## config.mk

```make
export PLATFORM = sky130hd
export DESIGN_NAME = mem_wb_stage
export DESIGN_NICKNAME = d
export VERILOG_FILES = /design/src/rtl/mem_wb_stage_pkg.sv /design/src/rtl/mem_wb_stage_load_ext.sv /design/src/rtl/mem_wb_stage.sv
export SDC_FILE = /design/constraint.sdc
export NUM_CORES = 1
export LEC_CHECK = 0
export ABC_AREA = 1
export CORE_UTILIZATION = 38
export DETAILED_ROUTE_END_ITERATION = 10
export PLACE_DENSITY_LB_ADDON = 0.1
export RECOVER_POWER = 100
export SETUP_SLACK_MARGIN = 0.02
export SYNTH_ARGS = -nofsm -noshare
export SYNTH_HDL_FRONTEND = slang
export SYNTH_SLANG_ARGS = --single-unit
```

## constraint.sdc

```tcl
create_clock -name clk -period 2.2 [get_ports clk]
set_input_delay 0.22 -clock clk [delete_from_list [all_inputs] [get_ports clk]]
set_output_delay 0.22 -clock clk [all_outputs]
set_load 0.01 [all_outputs]
```

## src/rtl/mem_wb_stage_pkg.sv

```systemverilog
// Shared types and defaults for the MEM/WB stage: FSM encoding and datapath widths.
package mem_wb_stage_pkg;

  localparam int DATA_SIZE   = 32;
  localparam int PC_SIZE     = 18;
  localparam int TIMEOUT_DEF = 15;

  typedef enum logic [1:0] {
    IDLE = 2'd0,
    WAIT = 2'd1,
    DONE = 2'd2
  } state_t;

endpackage

```

## src/rtl/mem_wb_stage_load_ext.sv

```systemverilog
// Load extension, combinational: word passes through, halfword picks a lane by
// address bit 1 and sign- or zero-extends it.
module mem_wb_stage_load_ext
  import mem_wb_stage_pkg::*;
#(
  parameter int data_size = DATA_SIZE
) (
  input  logic [data_size-1:0] rdata_q,
  input  logic                 addr_bit1,
  input  logic                 SignextendLoad,
  input  logic                 Signextend,
  output logic [data_size-1:0] ext_data
);

  logic [15:0] half;

  always_comb begin
    half     = addr_bit1 ? rdata_q[31:16] : rdata_q[15:0];
    ext_data = rdata_q;
    if (SignextendLoad) begin
      ext_data = {{(data_size-16){Signextend & half[15]}}, half};
    end
  end

endmodule

```

## src/rtl/mem_wb_stage.sv

```systemverilog
// MEM stage + MEM/WB register: 1 falling edge for non-memory ops, 3 + ack-wait edges for memory ops;
// stall holds upstream until the access completes. Optional access watchdog: MEM_TIMEOUT_EN.
module mem_wb_stage
  import mem_wb_stage_pkg::*;
#(
  parameter int pc_size   = PC_SIZE,
  parameter int data_size = DATA_SIZE,
  parameter int TIMEOUT   = TIMEOUT_DEF
) (
  input  logic                 clk,
  input  logic                 rst,
  input  logic                 M_MemtoReg,
  input  logic                 M_RegWrite,
  input  logic                 M_MemWrite,
  input  logic                 M_Jal,
  input  logic                 M_SignextendLoad,
  input  logic                 M_Signextend,
  input  logic [data_size-1:0] M_ALU_result,
  input  logic [data_size-1:0] M_Rt_data,
  input  logic [pc_size-1:0]   M_PCplus8,
  input  logic [4:0]           M_WR_out,
  output logic                 DM_req,
  output logic                 DM_we,
  output logic [data_size-1:0] DM_addr,
  output logic [data_size-1:0] DM_wdata,
  input  logic [data_size-1:0] DM_rdata,
  input  logic                 DM_ack,
  output logic                 stall,
  output logic                 WB_RegWrite,
  output logic [4:0]           WB_WR_out,
  output logic [data_size-1:0] WB_WD,
  output logic                 mem_err
);

  state_t                 state, state_nxt;
  logic                   mem_op;
  logic                   capture;
  logic                   timeout_hit;
  logic                   wr_block;
  logic [data_size-1:0]   rdata_q;
  logic [data_size-1:0]   load_data;
  logic [data_size-1:0]   wd_nxt;

  assign mem_op = M_MemtoReg | M_MemWrite;

`ifdef MEM_TIMEOUT_EN
  logic [3:0] cnt_q;
  logic       timed_out_q;
  logic       mem_err_q;

  assign timeout_hit = (state == WAIT) && !DM_ack && (cnt_q == 4'(TIMEOUT - 1));
  assign wr_block    = timed_out_q && (state == DONE);
  assign mem_err     = mem_err_q;

  always_ff @(negedge clk or posedge rst) begin
    if (rst) begin
      cnt_q       <= '0;
      timed_out_q <= 1'b0;
      mem_err_q   <= 1'b0;
    end else begin
      if (state != WAIT) cnt_q <= '0;
      else               cnt_q <= cnt_q + 4'd1;
      timed_out_q <= timeout_hit;
      if (timeout_hit) mem_err_q <= 1'b1;
    end
  end
`else
  logic unused_cfg;

  assign timeout_hit = 1'b0;
  assign wr_block    = 1'b0;
  assign mem_err     = 1'b0;
  assign unused_cfg  = (TIMEOUT != 0);
`endif

  always_ff @(negedge clk or posedge rst) begin
    if (rst) state <= IDLE;
    else     state <= state_nxt;
  end

  always_comb begin
    state_nxt = state;
    case (state)
      IDLE:    if (mem_op) state_nxt = WAIT;
      WAIT:    if (DM_ack || timeout_hit) state_nxt = DONE;
      DONE:    state_nxt = IDLE;
      default: state_nxt = IDLE;
    endcase
  end

  always_comb begin
    DM_req   = (state == WAIT);
    DM_we    = DM_req & M_MemWrite;
    DM_addr  = DM_req ? M_ALU_result : '0;
    DM_wdata = DM_req ? M_Rt_data : '0;
    stall    = (state == WAIT) || ((state == IDLE) && mem_op);
    capture  = (state == DONE) || ((state == IDLE) && !mem_op);
  end

  mem_wb_stage_load_ext #(.data_size(data_size)) load_ext (
    .rdata_q        (rdata_q),
    .addr_bit1      (M_ALU_result[1]),
    .SignextendLoad (M_SignextendLoad),
    .Signextend     (M_Signextend),
    .ext_data       (load_data)
  );

  always_comb begin
    if (M_Jal)           wd_nxt = {{(data_size-pc_size){1'b0}}, M_PCplus8};
    else if (M_MemtoReg) wd_nxt = load_data;
    else                 wd_nxt = M_ALU_result;
  end

  always_ff @(negedge clk or posedge rst) begin
    if (rst) begin
      rdata_q <= '0;
    end else if ((state == WAIT) && DM_ack) begin
      rdata_q <= DM_rdata;
    end
  end

  // Anything other than a capture cycle pushes a bubble into write-back.
  always_ff @(negedge clk or posedge rst) begin
    if (rst) begin
      WB_RegWrite <= 1'b0;
      WB_WR_out   <= '0;
      WB_WD       <= '0;
    end else if (capture) begin
      WB_RegWrite <= M_RegWrite & ~wr_block;
      WB_WR_out   <= M_WR_out;
      WB_WD       <= wd_nxt;
    end else begin
      WB_RegWrite <= 1'b0;
      WB_WR_out   <= '0;
      WB_WD       <= '0;
    end
  end

endmodule

```

==> Word-level counts from Yosys, hierarchy flattened <==
Cells that the tools add are included.
{ "op_classes": {"eq_ne": 4, "mux": 12, "bitwise_logic": 3, "reduce_logical": 8} }
{ "ops": {"columns": ["op", "count"], "rows": [
  ["$mux W32", 6],
  ["$mux W16", 1],
  ["$mux W5", 1],
  ["$mux W2", 2],
  ["$pmux W2 S2", 1],
  ["$logic_and A1 B1 Y1", 3],
  ["$and A1 B1 Y1", 2],
  ["$eq A2 B1 Y1 const B", 1],
  ["$eq A2 B2 Y1 const B", 1],
  ["$logic_not A2 Y1", 1],
  ["$logic_or A1 B1 Y1", 2],
  ["$ne A2 B1 Y1 const B", 1],
  ["$ne A2 B2 Y1 const B", 1],
  ["$reduce_and A2 Y1", 1],
  ["$logic_not A1 Y1", 1],
  ["$mux W1", 1],
  ["$or A1 B1 Y1", 1]
]} }
{ "word_totals": {"reg_bits": 72, "in_bits": 128, "out_inout_bits": 106} }

==> Logic depth before layout (Yosys ltp) <==
Gate-level depths: netlist (run 1).
{ "depth": {"ltp_word": 6, "depth_mapped": 9} }

==> By module <==
A second synthesis (run 1) with hierarchy kept.
{ "hier_totals": {"hier_cells": 613, "area_unflattened_um2": 4145.2} }
{ "by_module_without_submodules": {"columns": ["mod", "n_inst", "cells_each", "area_per_inst_um2", "seq_area_each_um2"], "rows": [
  ["mem_wb_stage", 1, 519, 3727.3, 1801.7],
  ["mem_wb_stage_load_ext", 1, 94, 417.9, 0.0]
]} }

==> results.toml, run 1 <==
[yosys]
ys_types = 26
synthTopCellsByArea = "dfrtn_1 45%, inv_1 9.8%, a21oi_1 8.7%"
yosys_warnings = 0
synth_area_sq_mm = 0.00396
syn-mean-instance-area_sq_um = 7.46
synth.yosys.seq_area_share_pct = 45.5
syn_inst = 531
syn_nets = 659
yosysTopAreaCell = "dfrtn_1"
synth_xor_area_share_pct = 0
synth_top_cell_area_share_pct = 45.5
synthSimpleGateAreaFrac_pct = 17.6
ys_ff_latch = 72
synth-compound-area-share_pct = 20.2
synthMuxAreaShare_pct = 0
synth_top_family_by_area = "compound AO/OA/AOI/OAI gates"
synthAdderAreaFrac_pct = 0

[timing]
hold_violations = 0
tns_ps = -37600
worst_slew_pin_slew_ps = 546
clock_skew_ps = 7.81
setup_ws_ps = -659
relSlewSlack_pct = 63.6
setup_violations = 68
grt_setup_unrepaired = "yes"
slew_violations = 0

[status]
violations = "negative setup slack"
outcome = "finished with violations"

[critical_path]
worst-r2r-cell-count = 7
r2r_slack_ps = 780
cp-start-kind = "flip-flop"
cp-end-kind = "output port"
crit_fanout = 10
r2r-end = "rdata_q[8]"
reg2reg_from = "state[0]"
cp.arrival_ps = 2640
worst-setup-path-type = "reg -> out"
cp_data_required_time_ps = 1980

[drt]
vias_per_cell = 4.79
antenna_left = 0
dr.pass1.iters = 5
routedWlPerCell_um = 16.3
drc = 0
wl_um = 15000
vias = 4398
first_iter_violations = 253

[placed_design]
pre_cts_ws_ps = -654
gp_congestion = 0.853
place_area_sq_mm = 0.00688
dp_hpwl_um = 11400
numPortBuffers = 232

[floorplan]
rows = 36
core_area_sq_mm = 0.00995
dieArea_sq_mm = 0.0108
initial_core_util_pct = 39.8
die_w_um = 104
die_h_um = 104
io_pins = 234

[layout]
area_growth_pct = 75.0
nNetsFinal = 909
final_cell_area_sq_mm = 0.00694
antenna_cells_inserted = 0
final_common_cell = "clkdlybuf4s50_1"
layout_common_cells = "122 x clkdlybuf4s50_1, 102 x inv_1, 72 x dfrtn_1"
drive_gt1_share_pct = 29.8

[hold_path]
min_to = "rdata_q[17]"
hold_path.class = "reg -> reg"
hp-start = "rdata_q[17]"
holdPathStages = 2

[run]
cap_violations = 0

[clock_network]
cts.clk_slew.worst_paths_ps = 50
root_buffer = "clkbuf_8"
clk_path_buf_depth = 2
insertion_delay_ps = 340
cts_tree = "yes"
ctsHoldBuffers = 0
cts_buffers = 9
cts.sinks = 72
htree_levels = 3

[pwr]
leakagePower_nw = 3.53
total_power_mw = 6.18
ir_drop_mv = 0.590
power.density_mw_per_mm2 = 891

[global_routing]
grt_pass1_wl_um = 23100
antenna_found_initial = 0
grt_max_degree = 32
grt_pass1_vias = 4414
grt_use_total_pct = 27.7
overflow = 0
==> power breakdown <==
part	internal (mW)	total [mW]	leakage, nW	switching [mW]
registers	1.75	1.94	0.939	0.192
clock network	0.563	1.10	0.100	0.540
logic	1.47	3.13	2.49	1.66
total	3.78	6.18	3.53	2.40
==> worst max path at each step <==
stage	end	slack, ps	start	cells after the start
floorplan	DM_wdata[10]	-240	state[0]	6
global placement	DM_addr[23]	-600	state[0]	6
detailed placement	DM_wdata[5]	-650	state[0]	6
CTS	DM_wdata[29]	-650	state[0]	7
global route	DM_wdata[20]	-740	state[0]	7
finish	DM_wdata[29]	-660	state[0]	7
==> worst max-delay path: stages (launching register included) <==
cell and delay [ps]:
dfrtn_1 430, inv_2 60, nor2_4 120, inv_6 80, buf_6 140, buf_12 140, nor2_2 100, buf_4 140
==> cell type report <==
type	instances	area [sq um]
clock buffers	11	141
clock inverters	5	63.8
fillers	850	3020
inverters	109	430
multi-input cells	312	1730
flip-flops and latches	72	1800
well taps	133	166
repair buffers	277	2600
==> synth_stat cells, drive strengths merged <==
master / instances
buf: 33
nand3: 18
a21oi: 79
o211ai: 18
nor2: 76
conb: 1
or2: 1
a22oi: 1
clkbuf: 5
nand2: 73
inv: 109
dfrtn: 72
o21ai: 45
==> kinds of logic after synthesis <==
logic type             after synthesis
AND/OR/NAND/NOR                    168
buffers and inverters              147
AO/OA/AOI/OAI                      143
flip-flops                          72
other                                1
==> flip-flops by register name (all words and copies together) (netlist names) <==
signal and flops:
WB_RegWrite 1, WB_WD 32, WB_WR_out 5, rdata_q 32, state 2
==> through the flow <==
step           hold slack (ps)  std cells  util [%]
5_1_grt                    503        919      69.7
4_1_cts                    462        917      70.3
2_1_floorplan              423        531         -
3_3_place_gp               456        895      69.1
6_report                   463        919      69.7
3_5_place_dp               462        895      69.1
==> metal layers <==
metal	GRT usage, %	part of all wire (%)	vias to the layer above
met3	6.45	6.7	26
li1	-	-	2139
met4	9.80	2.3	0
met2	48.6	50	171
met1	33.0	41	2062
met5	0	0	-
==> repair_timing <==
item | CTS | global route
pin swaps | 1 | 0
resized for setup | 378 | 92
cloned | 2 | 2
setup buffers | 4 | 0
setup endpoints to repair | 143 | 149
(Power assumes the default switching activity.)
==> run 2, diff against run 1 <==
--- a/config.mk
+++ b/config.mk
@@ -7,7 +7,9 @@
 export LEC_CHECK = 0
 export ABC_AREA = 1
 export CORE_UTILIZATION = 38
+export CTS_CLUSTER_SIZE = 10
 export DETAILED_ROUTE_END_ITERATION = 10
+export GPL_TIMING_DRIVEN = 0
 export PLACE_DENSITY_LB_ADDON = 0.1
 export RECOVER_POWER = 100
 export SETUP_SLACK_MARGIN = 0.02
==> results.toml, run 2 (synthesis results as in run 1) <==
[status]
outcome = "finished with violations"
violations = "negative setup slack"

[pwr]
leakagePower_nw = 3.49
power.density_mw_per_mm2 = 902
ir_drop_mv = 0.490

[clock_network]
root_buffer = "clkbuf_8"
cts_buffers = 9
ctsHoldBuffers = 0
cts_tree = "yes"
cts.sinks = 72
insertion_delay_ps = 330
cts.clk_slew.worst_paths_ps = 50
clk_path_buf_depth = 2
htree_levels = 3

[critical_path]
cp.arrival_ps = 2720
worst-setup-path-type = "reg -> out"
path_delay_family = "buffers and inverters"
r2r_slack_ps = 250
reg2reg_from = "state[0]"
cp_data_required_time_ps = 1980
cp_cell_sequence = "inv_2 -> nor2_4 -> inv_6 -> buf_12 -> buf_8 -> nor2_2 -> buf_2"
crit_fanout = 10
max_stage_delay_ps = 430
path_buf_inv = 5
r2r-end = "rdata_q[21]"
cp-end-kind = "output port"
startpoint = "state[0]"
cp-start-kind = "flip-flop"
slowest_stage = "dfrtn_1"
worst-r2r-cell-count = 9

[layout]
largestRegisters = "WB_WD: 32 flops, rdata_q: 32 flops, WB_WR_out: 5 flops"
antenna_cells_inserted = 0
area_growth_pct = 74.8
post-route-util_pct = 69.6
layout_common_cells = "119 x clkdlybuf4s50_1, 103 x inv_1, 72 x dfrtn_1"
final_cell_area_sq_mm = 0.00693
nNetsFinal = 919
drive_gt1_share_pct = 30.5
final_common_cell = "clkdlybuf4s50_1"

[floorplan]
core_area_sq_mm = 0.00995
io_pins = 234
initial_core_util_pct = 39.8
dieArea_sq_mm = 0.0108
die_w_um = 104
rows = 36
die_h_um = 104

[global_routing]
overflow = 0
antenna_found_initial = 0
grt_max_degree = 39
grt_use_total_pct = 28.9
grt_pass1_vias = 4414
grt_pass1_wl_um = 24000

[timing]
relSlewSlack_pct = 39.8
worst_slew_pin_slew_ps = 899
hold_violations = 0
clock_skew_ps = 7.24
grt_setup_unrepaired = "yes"
tns_ps = -43890
whs_ps = 455
setup_violations = 101
slew_violations = 0
setup_ws_ps = -736

[placed_design]
numPortBuffers = 229
place_area_sq_mm = 0.00670
gp_congestion = 0.831
dp_hpwl_um = 11800
pre_cts_ws_ps = -827

[drt]
drc = 0
routedWlPerCell_um = 16.9
antenna_left = 0
dr.pass1.iters = 5
wl_um = 15700
vias_per_cell = 4.84
vias = 4494
first_iter_violations = 324

[hold_path]
min_to = "rdata_q[18]"
holdPathStages = 2
hold_path.class = "reg -> reg"
hp-start = "rdata_q[18]"

[run]
cap_violations = 0
-- run 2: cell types whose count changed in the layout (fill, tap and decap cells not counted), moves of 4 or more --
| cell | change |
|---|---|
| nor2_4 | +5 |
| clkdlybuf4s15_2 | +4 |
| nor2_1 | -4 |
| o21ai_0 | +5 |
| buf_12 | -5 |
| clkbuf_2 | +19 |
| clkbuf_1 | +8 |
| buf_2 | -5 |
| buf_6 | -4 |
| buf_4 | -10 |
| o21ai_1 | -5 |
-- run 2: worst reg2reg max path: cells and delay by family, from the launching register on --
family                 cells  cell delay [ps]
buffers and inverters      6              940
flip-flops                 1              430
AND/OR/NAND/NOR            2              300
AO/OA/AOI/OAI              1              110
-- run 2: per-layer routing --
metal  up-vias  global-route usage (%)  share of wire (%)
met4         0                    10.6                2.4
met2       165                    50.1                 51
met1      2136                    35.8                 42
met5         -                       0                  0
met3        26                    5.08                4.9
li1       2167                       -                  -
-- run 2: through the flow --
step | cells | power, mW
4_1_cts | 917 | 6.20
3_3_place_gp | 893 | 4.87
5_1_grt | 929 | 6.59
6_report | 929 | 6.25
3_5_place_dp | 894 | 4.95
2_1_floorplan | 531 | 3.52
-- run 2: layout make-up --
class,count,area (sq um)
clock buffers,14,173
well taps,133,166
inverters,109,420
fillers,853,3020
multi-input cells,312,1780
flip-flops and latches,72,1800
repair buffers,247,2210
repair inverters,2,10.0
clock inverters,2,12.5
plain buffers,38,350
-- run 2: report_power, final --
part / switching, mW / internal [mW] / total, mW
registers: 0.182 / 1.75 / 1.93
clock network: 0.503 / 0.502 / 1.01
logic: 1.77 / 1.54 / 3.31
-- run 2: worst max path at each step --
stage                         to  slack (ps)  depth (start not counted)
finish              DM_wdata[21]        -740                          7
floorplan           DM_wdata[10]        -240                          6
global placement    DM_wdata[17]        -780                          7
detailed placement  DM_wdata[16]        -830                          7
CTS                 DM_wdata[17]        -660                          7
global route        DM_wdata[21]        -790                          7
-- run 2: repair_timing --
item	4_1_cts	5_1_grt
gates cloned	3	3
resized for setup	490	26
pin swaps	4	4
endpoints found under the setup margin	164	174
buffers inserted	5	9
